**src/rtl/solver_dispatch.sv**
```systemverilog
// Job feeder for the solver load port: takes a header and c limbs, programs the solver,
// pulses start and returns the iteration count. Define DISPATCH_CYCLE_COUNT_EN for res_cycles.
module solver_dispatch #(
    parameter int LIMB_INDEX_BITS = 6,
    parameter int LIMB_BITS       = 32,
    parameter int TAG_BITS        = 16
) (
    input  logic                       clock,
    input  logic                       reset,
    input  logic                       job_valid,
    output logic                       job_ready,
    input  logic [LIMB_INDEX_BITS-1:0] job_num_limbs,
    input  logic [15:0]                job_iter_lim,
    input  logic [TAG_BITS-1:0]        job_tag,
    input  logic                       limb_valid,
    output logic                       limb_ready,
    input  logic [LIMB_BITS-1:0]       limb_data,
    output logic                       wr_real_en,
    output logic                       wr_imag_en,
    output logic [LIMB_INDEX_BITS-1:0] wr_ind,
    output logic [LIMB_BITS-1:0]       c_data,
    output logic                       wr_num_limbs_en,
    output logic [LIMB_INDEX_BITS-1:0] num_limbs_data,
    output logic                       wr_iter_lim_en,
    output logic [15:0]                iter_lim_data,
    output logic                       start,
    input  logic                       out_ready,
    input  logic [15:0]                iteration_count,
    output logic                       res_valid,
    input  logic                       res_ready,
    output logic [15:0]                res_count,
    output logic [TAG_BITS-1:0]        res_tag,
`ifdef DISPATCH_CYCLE_COUNT_EN
    output logic [31:0]                res_cycles,
`endif
    output logic                       busy
);

    typedef enum logic [2:0] {
        S_IDLE, S_CFG, S_LOAD_RE, S_LOAD_IM, S_START, S_RUN, S_RESULT
    } state_t;

    state_t                     state_q;
    logic [LIMB_INDEX_BITS-1:0] n_q, cnt_q;
    logic [15:0]                lim_q;
    logic [TAG_BITS-1:0]        tag_q;
    logic                       res_valid_q;
    logic [15:0]                res_count_q;
    logic [TAG_BITS-1:0]        res_tag_q;
    logic                       last_limb;

    assign last_limb       = (cnt_q == n_q - LIMB_INDEX_BITS'(1));
    assign job_ready       = (state_q == S_IDLE);
    assign limb_ready      = (state_q == S_LOAD_RE) || (state_q == S_LOAD_IM);
    assign wr_real_en      = (state_q == S_LOAD_RE) && limb_valid;
    assign wr_imag_en      = (state_q == S_LOAD_IM) && limb_valid;
    assign wr_ind          = cnt_q;
    assign c_data          = limb_data;
    assign wr_num_limbs_en = (state_q == S_CFG);
    assign wr_iter_lim_en  = (state_q == S_CFG);
    assign num_limbs_data  = n_q;
    assign iter_lim_data   = lim_q;
    assign start           = (state_q == S_START);
    assign busy            = (state_q != S_IDLE);
    assign res_valid       = res_valid_q;
    assign res_count       = res_count_q;
    assign res_tag         = res_tag_q;

    always_ff @(posedge clock or posedge reset) begin
        if (reset) begin
            state_q     <= S_IDLE;
            n_q         <= '0;
            cnt_q       <= '0;
            lim_q       <= '0;
            tag_q       <= '0;
            res_valid_q <= 1'b0;
            res_count_q <= '0;
            res_tag_q   <= '0;
        end else begin
            case (state_q)
                S_IDLE: if (job_valid) begin
                    // A zero count or limit would make the solver spin on nothing
                    n_q     <= (job_num_limbs == '0) ? LIMB_INDEX_BITS'(1) : job_num_limbs;
                    lim_q   <= (job_iter_lim == '0) ? 16'd1 : job_iter_lim;
                    tag_q   <= job_tag;
                    state_q <= S_CFG;
                end
                S_CFG: begin
                    cnt_q   <= '0;
                    state_q <= S_LOAD_RE;
                end
                S_LOAD_RE: if (limb_valid) begin
                    cnt_q <= last_limb ? '0 : cnt_q + LIMB_INDEX_BITS'(1);
                    if (last_limb) state_q <= S_LOAD_IM;
                end
                S_LOAD_IM: if (limb_valid) begin
                    cnt_q <= last_limb ? '0 : cnt_q + LIMB_INDEX_BITS'(1);
                    if (last_limb) state_q <= S_START;
                end
                // out_ready still reflects the previous solve here; the solver drops it on this edge
                S_START: state_q <= S_RUN;
                S_RUN: if (out_ready) begin
                    res_count_q <= iteration_count;
                    res_tag_q   <= tag_q;
                    res_valid_q <= 1'b1;
                    state_q     <= S_RESULT;
                end
                S_RESULT: if (res_ready) begin
                    res_valid_q <= 1'b0;
                    state_q     <= S_IDLE;
                end
                default: state_q <= S_IDLE;
            endcase
        end
    end

`ifdef DISPATCH_CYCLE_COUNT_EN
    logic [31:0] cyc_q, cyc_inc, res_cycles_q;

    assign cyc_inc    = (cyc_q == '1) ? cyc_q : cyc_q + 32'd1;
    assign res_cycles = res_cycles_q;

    always_ff @(posedge clock or posedge reset) begin
        if (reset) begin
            cyc_q        <= '0;
            res_cycles_q <= '0;
        end else begin
            if (state_q == S_LOAD_IM && limb_valid && last_limb)
                cyc_q <= '0;
            else if (state_q == S_START || state_q == S_RUN)
                cyc_q <= cyc_inc;
            // Captured value includes the cycle on which out_ready is seen
            if (state_q == S_RUN && out_ready)
                res_cycles_q <= cyc_inc;
        end
    end
`endif

endmodule

```
**config.mk**
```make
export PLATFORM = sky130hd
export DESIGN_NAME = solver_dispatch
export DESIGN_NICKNAME = d
export VERILOG_FILES = /design/src/rtl/solver_dispatch.sv
export SDC_FILE = /design/constraint.sdc
export NUM_CORES = 1
export LEC_CHECK = 0
export CAP_MARGIN = 5
export CORE_MARGIN = 4
export CORE_UTILIZATION = 42
export CTS_CLUSTER_DIAMETER = 40
export DETAILED_ROUTE_END_ITERATION = 8
export GPL_TIMING_DRIVEN = 0
export HOLD_SLACK_MARGIN = 0.05
export PLACE_DENSITY = 0.88
export SKIP_LAST_GASP = 1
export SYNTH_ARGS = -nofsm -noshare
export SYNTH_HDL_FRONTEND = slang
export SYNTH_SLANG_ARGS = --single-unit
```
**constraint.sdc**
```tcl
create_clock -name clock -period 6.2 [get_ports clock]
set_input_delay 0.62 -clock clock [delete_from_list [all_inputs] [get_ports clock]]
set_output_delay 0.62 -clock clock [all_outputs]
set_load 0.03 [all_outputs]
```
== Yosys cells after proc, flatten, opt, wreduce, memory -nomap -nowiden ==
Index checks and enable logic that the tools add are counted.

* $add $sub $neg: 2
* Eq/ne operators: 15
* Mux-type cells: 16
* Reduce and logical (&&, ||, !) cells: 15

{| class="wikitable"
|+ Operators with widths
! cell !! number
|-
| two-way mux 3 bit || 7
|-
| one-hot mux 3 bit (7 select lines) || 1
|-
| two-way mux 6 bit || 3
|-
| logical NOT 16 bit || 1
|-
| two-way mux 16 bit || 1
|-
| inequality test 2 bit (second input constant) || 7
|-
| one-hot mux 6 bit (2 select lines) || 1
|-
| == test 3 bit (second input constant) || 3
|-
| AND reduction 7 bit || 1
|-
| adder 6 x 1 -> 6 bit (second input constant) || 1
|-
| == test 3 x 2 -> 1 bit (second input constant) || 2
|-
| == test 6 bit || 1
|-
| logical NOT 6 bit || 1
|-
| AND reduction 2 bit || 3
|-
| subtractor 6 x 1 -> 6 bit (second input constant) || 1
|-
| nonzero test 2 bit || 2
|-
| == test 3 x 1 -> 1 bit (second input constant) || 1
|-
| logical NOT 3 bit || 1
|-
| AND reduction 3 bit || 1
|-
| nonzero test 3 bit || 1
|-
| logical AND 1 bit || 2
|-
| two-way mux 1 bit || 2
|-
| inequality test 2 x 1 -> 1 bit (second input constant) || 1
|-
| one-hot mux 1 bit (2 select lines) || 1
|-
| other kinds (2) || 2
|}

* Register bits: 80
* Input port bits: 92
* Output and inout bits: 101
* Word-level logic and storage cells: 56

== Logic depth before layout (Yosys ltp) ==
Gate-level depths: netlist of run 1.

* Depth in word-level cells: 5
* Gate-level depth with buffers: 9
* Depth with buffers taken out: 8

== Worst setup path before layout of run 1 ==
Ideal clock, no wire load.

* Kind: register to register
* Start point: reg n_q[0] (netlist: num_limbs_data[0])
* End point: reg state_q[2]
* Setup time: 0.066 ns
* Data arrival time: 2.563 ns
* Data required time: 6.134 ns
* Setup slack: 3.571 ns
* Stages on the path, launching flop included: 10
* Buffers on the path: 1
* Clock period less this slack: 2.629 ns
* Cell sequence: dfrtp_1 inv_1 ha_1 xor2_1 nand2_1 or4_1 or3_1 clkbuf_2 or4_1 nand2_1

* Longest elaborated chain between the ends: 4
* Elaborated cells on any way between the ends: 5
* Classes of those cells: add/sub (1); eq/ne (3); reduce/logical (1)

{| class="wikitable"
|+ Ends and longest elaborated chain
! element !! RTL line !! RTL
|-
| from (decl) || 44 || <nowiki>logic [LIMB_INDEX_BITS-1:0] n_q, cnt_q;</nowiki>
|-
| from (signal assigned) || 83 || <nowiki>n_q <= (job_num_limbs == '0) ? LIMB_INDEX_BITS'(1) : job_num_limbs;</nowiki>
|-
| subtractor 6 x 1 -> 6 bit * || 52 || <nowiki>assign last_limb = (cnt_q == n_q - LIMB_INDEX_BITS'(1));</nowiki>
|-
| == test 6 bit * || 52 ||
|-
| inequality test 2 bit (no line) || - ||
|-
| AND reduction 7 bit (no line) * || - ||
|-
| to (signal assigned) || 71 || <nowiki>state_q <= S_IDLE;</nowiki>
|-
| to (signal assigned) || 86 || <nowiki>state_q <= S_CFG;</nowiki>
|-
| to (signal assigned) || 90 || <nowiki>state_q <= S_LOAD_RE;</nowiki>
|-
| to (decl) || 43 || <nowiki>state_t state_q;</nowiki>
|}

Mark *: on every way between the ends. The rest lies on a longest branch, timed or not.
A chain may end at the register's enable or synchronous reset.

== Final worst setup path of run 1 ==
* Start point: reg state_q[0]
* End point: out wr_imag_en

* Longest elaborated chain between the ends: 2

{| class="wikitable"
|+ Ends and longest elaborated chain
! element !! RTL line !! RTL
|-
| == test 3 x 2 -> 1 bit || 56 || <nowiki>assign wr_imag_en = (state_q == S_LOAD_IM) && limb_valid;</nowiki>
|-
| logical AND 1 bit || 56 ||
|-
| to (decl) || 19 || <nowiki>output logic wr_imag_en,</nowiki>
|}

Every way passes these cells.

==> results of run 1 <==
-- cell families (layout without fill, tap and decap cells) --
logic type | Yosys count | after routing
AOI/OAI and AO/OA | 32 | 32
xor gates and xnor gates | 7 | 7
adders and majority gates | 2 | 2
buffers and inverters | 52 | 229
DFF | 80 | 80
muxes | 66 | 66
and+or+nand+nor | 53 | 53
-- layer usage --
| metal | vias to the layer above | wire (um) |
|---|---|---|
| met3 | 17 | 1210 |
| met2 | 158 | 5070 |
| met4 | 0 | 182 |
| met5 | - | 0 |
| met1 | 1406 | 3480 |
| li1 | 1334 | - |
-- area by class of cell --
class | count | area, um2
plain buffers | 45 | 295
clock buffers | 9 | 124
clock inverters | 7 | 88.8
fillers | 618 | 2710
inverters | 7 | 28.8
multi-input cells | 160 | 1300
flip-flops and latches | 80 | 2000
well taps | 105 | 131
repair buffers | 161 | 1620
-- worst min-delay path by stage --
stage	start	to	slack [ns]	depth (start not counted)
after floorplan	tag_q[15]	res_tag[15]	0.48	1
after global placement	tag_q[11]	res_tag[11]	0.48	1
after detailed placement	tag_q[3]	tag_q[3]	0.49	1
after CTS	tag_q[14]	res_tag[14]	0.51	1
after global routing	iter_lim_data[8]	iter_lim_data[8]	0.52	1
final	res_count[9]	res_count[9]	0.51	1
-- metrics by stage --
step	setup slack, ns	instance area [um2]	std cells
2_1_floorplan	3.53	3620	292
3_3_place_gp	2.31	5360	557
3_5_place_dp	2.98	5380	558
4_1_cts	2.96	5590	574
5_1_grt	2.75	5590	574
6_report	2.94	5590	574
-- synth_stat cells --
cell type,instances
a311o_2,1
o311ai_0,1
xnor2_1,4
o211ai_1,1
ha_1,2
nand2_1,14
or3_2,1
o31ai_1,1
clkbuf_2,1
nand3_1,4
clkbuf_1,10
o2bb2ai_1,1
dfrtp_1,80
or4_1,3
nor4_1,5
or3_1,3
a41oi_1,1
mux2_2,66
nand2b_1,5
buf_4,33
o21ba_1,1
a31oi_1,1
inv_1,7
a2bb2oi_1,1
a21o_2,1
o21ai_0,10
xor2_1,3
nor3_1,4
buf_2,1
or2_2,1
o21bai_1,1
nand4_1,2
nor2_1,9
and2_1,2
a21oi_1,10
a21o_1,1
-- registers in the layout (all words and copies together), names as in the netlist --
signal          flops
res_count          16
tag_q              16
num_limbs_data      6
res_tag            16
wr_ind              6
iter_lim_data      16
res_valid           1
state_q             3
-- worst register-to-register path, delay by kind of cell (launching register included) --
kind                     cells  cell delay [ns]
flip-flops                   1             0.41
XOR/XNOR                     1             0.14
adder cells (fa/ha/maj)      1             0.31
buffers and inverters        2             0.24
AND/OR/NAND/NOR              5             1.44
-- power by group --
part	total, mW	switching (mW)	leakage (nW)	internal, mW
Clock	0.405	0.210	0.109	0.195
Combinational	0.210	0.101	1.42	0.109
Sequential	0.555	0.0226	1.07	0.533
==> impl_metrics.tcl, run 1 <==
set metrics [dict create \
    cts_tree "built" \
    synth_area_um2 3620 \
    via_count 2915 \
    crit_type "flip-flop to output pin" \
    num_io_pins 193 \
    muxShareOfSynthArea_pct 20.5 \
    hold_viol 0 \
    avgSynthCellArea_um2 12.4 \
    die_y_um 101 \
    max_stage_delay_ns 0.70 \
    max_freq_mhz 306 \
    ir_worst_vdd_uv 159 \
    cts_setup_buffers 0 \
    start_util_pct 43.7 \
    cts_max_path_buffers 2 \
    hpwlAfterDp_um 7760 \
    synth.area.top_cells "dfrtp_1, mux2_2, buf_4, nand2_1, a21oi_1" \
    grt_max_degree 44 \
    synthCells 292 \
    hold_ws_ns 0.511 \
    cp_max_fo 10 \
    cts_buffers 9 \
    layout_common_cells "clkdlybuf4s50_1, dfrtp_1, mux2_2" \
    dieArea_um2 10200 \
    r2r-start "num_limbs_data[0]" \
    core_area_um2 8300 \
    yosys.area_share.xor_xnor_pct 1.69 \
    end_kind "output pin" \
    post-route-period-util_pct 52.6 \
    final_common_cell "clkdlybuf4s50_1" \
    tns_ns 0 \
    power.density_nw_per_um2 209 \
    syn_to_final_growth_pct 54.3 \
    via_per_inst 5.08 \
    rsz0062_at_grt "no" \
    max-slew-margin-rel_pct 61.0 \
    numPortBuffers 160 \
    met1_usage_pct 20.6 \
    ys_seq_elements 80 \
    crit_start "state_q[0]" \
    start_kind "flip-flop" \
    wl_um 9940 \
    critical_path.n_buffers_inverters 2 \
    yosys.area.top_type "dfrtp_1" \
    drc 0 \
    ys_warn_count 0 \
    rr_worst_depth 9 \
    ys_seq_area_share_pct 55.2 \
    met3_usage_pct 7.75 \
    synth_compound_area_share_pct 5.56 \
    cts_hold_buffers 0 \
    status "completed" \
    setup_viol 0 \
    drt_iter0_markers 58 \
    drive_gt1_share_pct 26.2 \
    critPathSlowestCell "clkdlybuf4s50_1" \
    ant_nets 0 \
    leakage_nw 2.60 \
    final_nets 558 \
    synth.distinct_cells 36 \
    cts_sinks 80 \
    crit_required_ns 5.58 \
    crit_path_end "wr_imag_en" \
    rows 33 \
    cts-htree-levels 3 \
    cts_resized 0 \
    cp_num_cells 7 \
    use_met2_pct 34.3 \
    place_congestion 0.868 \
    clock_latency_ns 0.35 \
    p_total_mw 1.17 \
    firstDrtPassIters 4 \
    yosys.area.top_type_share_pct 55.2 \
    r2r_slack_ns 3.60 \
    synth_top_family_by_area "multiplexers" \
    cp.arrival_ns 2.64 \
    grt_pass1_vias 3139 \
    clkSlewWorstSetupHoldPaths_ns 0.09 \
    antenna_cells 0 \
    top_usage_layer "met2" \
    routedWlPerCell_um 17.3 \
    antenna_found_initial 0 \
    maxCapViolCount 0 \
    clock_skew_ns 0.0145 \
    crit_path_cell_trace "clkbuf_1, nor2_1, a2bb2oi_1, a21oi_1, nand2b_1, nor3_1, clkdlybuf4s50_1" \
    die_w_um 101 \
    critPathTopFamily "buffers and inverters" \
    tightest_slew_ns 0.585 \
    track_usage_pct 19.4 \
    synth_nets 386 \
    min_period_ns 3.26 \
    synth_fa_ha_area_share_pct 0.691 \
    synthSimpleGateAreaFrac_pct 7.42 \
    hold_class "flip-flop to flip-flop" \
    post-route-util_pct 67.4 \
    worstReg2RegEnd "state_q[2]" \
    finalMaxSlewViolations 0 \
    root_buffer "clkbuf_8" \
    grt-ovfl-total 0 \
    grt_pass1_wl_um 15500 \
]
Power figures use the tool's default switching activity.
==> run 2: changes to the inputs <==
--- a/config.mk
+++ b/config.mk
@@ -7,12 +7,12 @@
 export LEC_CHECK = 0
 export CAP_MARGIN = 5
 export CORE_MARGIN = 4
-export CORE_UTILIZATION = 42
+export CORE_UTILIZATION = 36
 export CTS_CLUSTER_DIAMETER = 40
 export DETAILED_ROUTE_END_ITERATION = 8
 export GPL_TIMING_DRIVEN = 0
 export HOLD_SLACK_MARGIN = 0.05
-export PLACE_DENSITY = 0.88
+export PLACE_DENSITY = 0.81
 export SKIP_LAST_GASP = 1
 export SYNTH_ARGS = -nofsm -noshare
 export SYNTH_HDL_FRONTEND = slang
==> constraint.sdc (replaced) <==
create_clock -name clock -period 2.8 [get_ports clock]
set_input_delay 0.28 -clock clock [delete_from_list [all_inputs] [get_ports clock]]
set_output_delay 0.28 -clock clock [all_outputs]
set_load 0.03 [all_outputs]
==> run 2 against run 1 <==
Net effect:
- via count is 2.2% lower
- setup slack worse by 2.7 ns
- clock-buffer cell count increased by 1
- hold slack worse by 0.20 ns
- core utilization down 9.3 points
- total power increased by 130%
- largest cell class unchanged
- highest routed layer unchanged
==> impl_metrics.tcl, run 2 (synthesized netlist as in run 1, its figures left out) <==
set metrics [dict create \
    antenna_cells 0 \
    cts_setup_buffers 0 \
    clock_skew_ns 0.00844 \
    r2r-start "num_limbs_data[0]" \
    cts_buffers 9 \
    drive_gt1_share_pct 26.4 \
    hold_class "input port to async pin" \
    tns_ns 0 \
    grt_max_degree 46 \
    root_buffer "clkbuf_8" \
    syn_to_final_growth_pct 56.7 \
    setup_viol 0 \
    max_freq_mhz 390 \
    r2r_slack_ns 0.24 \
    grt_pass1_vias 2855 \
    routedWlPerCell_um 15.4 \
    cts-htree-levels 3 \
    p_total_mw 2.74 \
    cts_resized 1 \
    ant_nets 0 \
    start_kind "flip-flop" \
    ir_worst_vdd_uv 430 \
    place_congestion 0.855 \
    final_common_cell "clkdlybuf4s50_1" \
    leakage_nw 2.65 \
    hpwlAfterDp_um 7430 \
    grt-ovfl-total 0 \
    pre_cts_slack_ns 0.241 \
    post-route-period-util_pct 91.6 \
    dieArea_um2 11700 \
    crit_required_ns 2.52 \
    track_usage_pct 15.1 \
    final.setup.worst_slack_ns 0.234 \
    firstDrtPassIters 4 \
    place_inst 586 \
    rows 36 \
    cts_sinks 80 \
    via_per_inst 4.73 \
    num_io_pins 193 \
    via_count 2850 \
    antenna_found_initial 0 \
    max-slew-margin-rel_pct 58.2 \
    cts_hold_buffers 0 \
    maxCapViolCount 0 \
    worstReg2RegEnd "state_q[2]" \
    core_area_um2 9770 \
    drt_iter0_markers 65 \
    tightest_slew_ns 0.627 \
    status "completed" \
    cts_tree "built" \
    layout_common_cells "clkdlybuf4s50_1, dfrtp_1, mux2_2" \
    multiInputGateArea_um2 1300 \
    power.density_nw_per_um2 482 \
    rsz0062_at_grt "no" \
    final_nets 558 \
    min_period_ns 2.57 \
    post-route-util_pct 58.1 \
    cts_max_path_buffers 2 \
    start_util_pct 37.1 \
    die_y_um 108 \
    regArea_um2 2000 \
    cp_max_fo 9 \
    cp.arrival_ns 2.29 \
    clkSlewWorstSetupHoldPaths_ns 0.08 \
    fill_cells 784 \
    finalMaxSlewViolations 0 \
    grt_pass1_wl_um 13600 \
    end_kind "output pin" \
    numPortBuffers 160 \
    drc 0 \
    clock_latency_ns 0.35 \
    crit_type "flip-flop to output pin" \
    rr_worst_depth 9 \
    hold_viol 0 \
    final_cells 602 \
    die_w_um 108 \
    wl_um 9300 \
]
## run 2: where the power goes
part           switching, mW  internal [mW]  total, mW
clock                  0.427          0.621       1.05
sequential            0.0468           1.18       1.23
combinational          0.220          0.243      0.463
total                  0.694           2.04       2.74
## run 2: per-stage QoR
| stage | instance area, um2 | hold slack (ns) |
|---|---|---|
| 3_3_place_gp | 5390 | 0.483 |
| 3_5_place_dp | 5420 | 0.492 |
| 2_1_floorplan | 3620 | 0.397 |
| 4_1_cts | 5670 | 0.310 |
| 6_report | 5680 | 0.313 |
| 5_1_grt | 5680 | 0.317 |
## run 2: worst max path at each step
stage	startpoint	end	slack, ns	cells after the start
final	state_q[1]	wr_imag_en	0.23	7
after global placement	reset	tag_q[1]	-0.80	2
after floorplan	num_limbs_data[0]	state_q[2]	0.17	9
after global routing	state_q[1]	wr_imag_en	0.07	7
after detailed placement	num_limbs_data[0]	state_q[2]	0.24	9
after CTS	state_q[1]	wr_real_en	0.08	6
## run 2: metal layers
layer | wire length (um) | up-vias | GRT usage [%]
li1 | - | 1335 | -
met1 | 3330 | 1367 | 15.5
met2 | 4850 | 128 | 27.2
met3 | 881 | 20 | 5.43
met4 | 242 | 0 | 6.85
met5 | 0 | - | 0
## run 2: cell type report
cell class                 count  share of cell area [%]
sequential                    80                    35.3
timing repair buffer         161                    28.7
multi-input combinational    160                    22.9
buffer                        45                    5.22
tap                          133                    2.93
clock buffer                  10                    2.42
clock inverter                 6                    2.05
inverter                       7                   0.507
## run 2: critical path, cell delays in order, from the launching register on
cell	delay [ns]
dfrtp_1	0.33
clkbuf_1	0.27
nand2b_1	0.23
a2bb2oi_1	0.17
a21oi_1	0.16
nand2b_1	0.21
nor3_1	0.14
dlygate4sd2_1	0.43
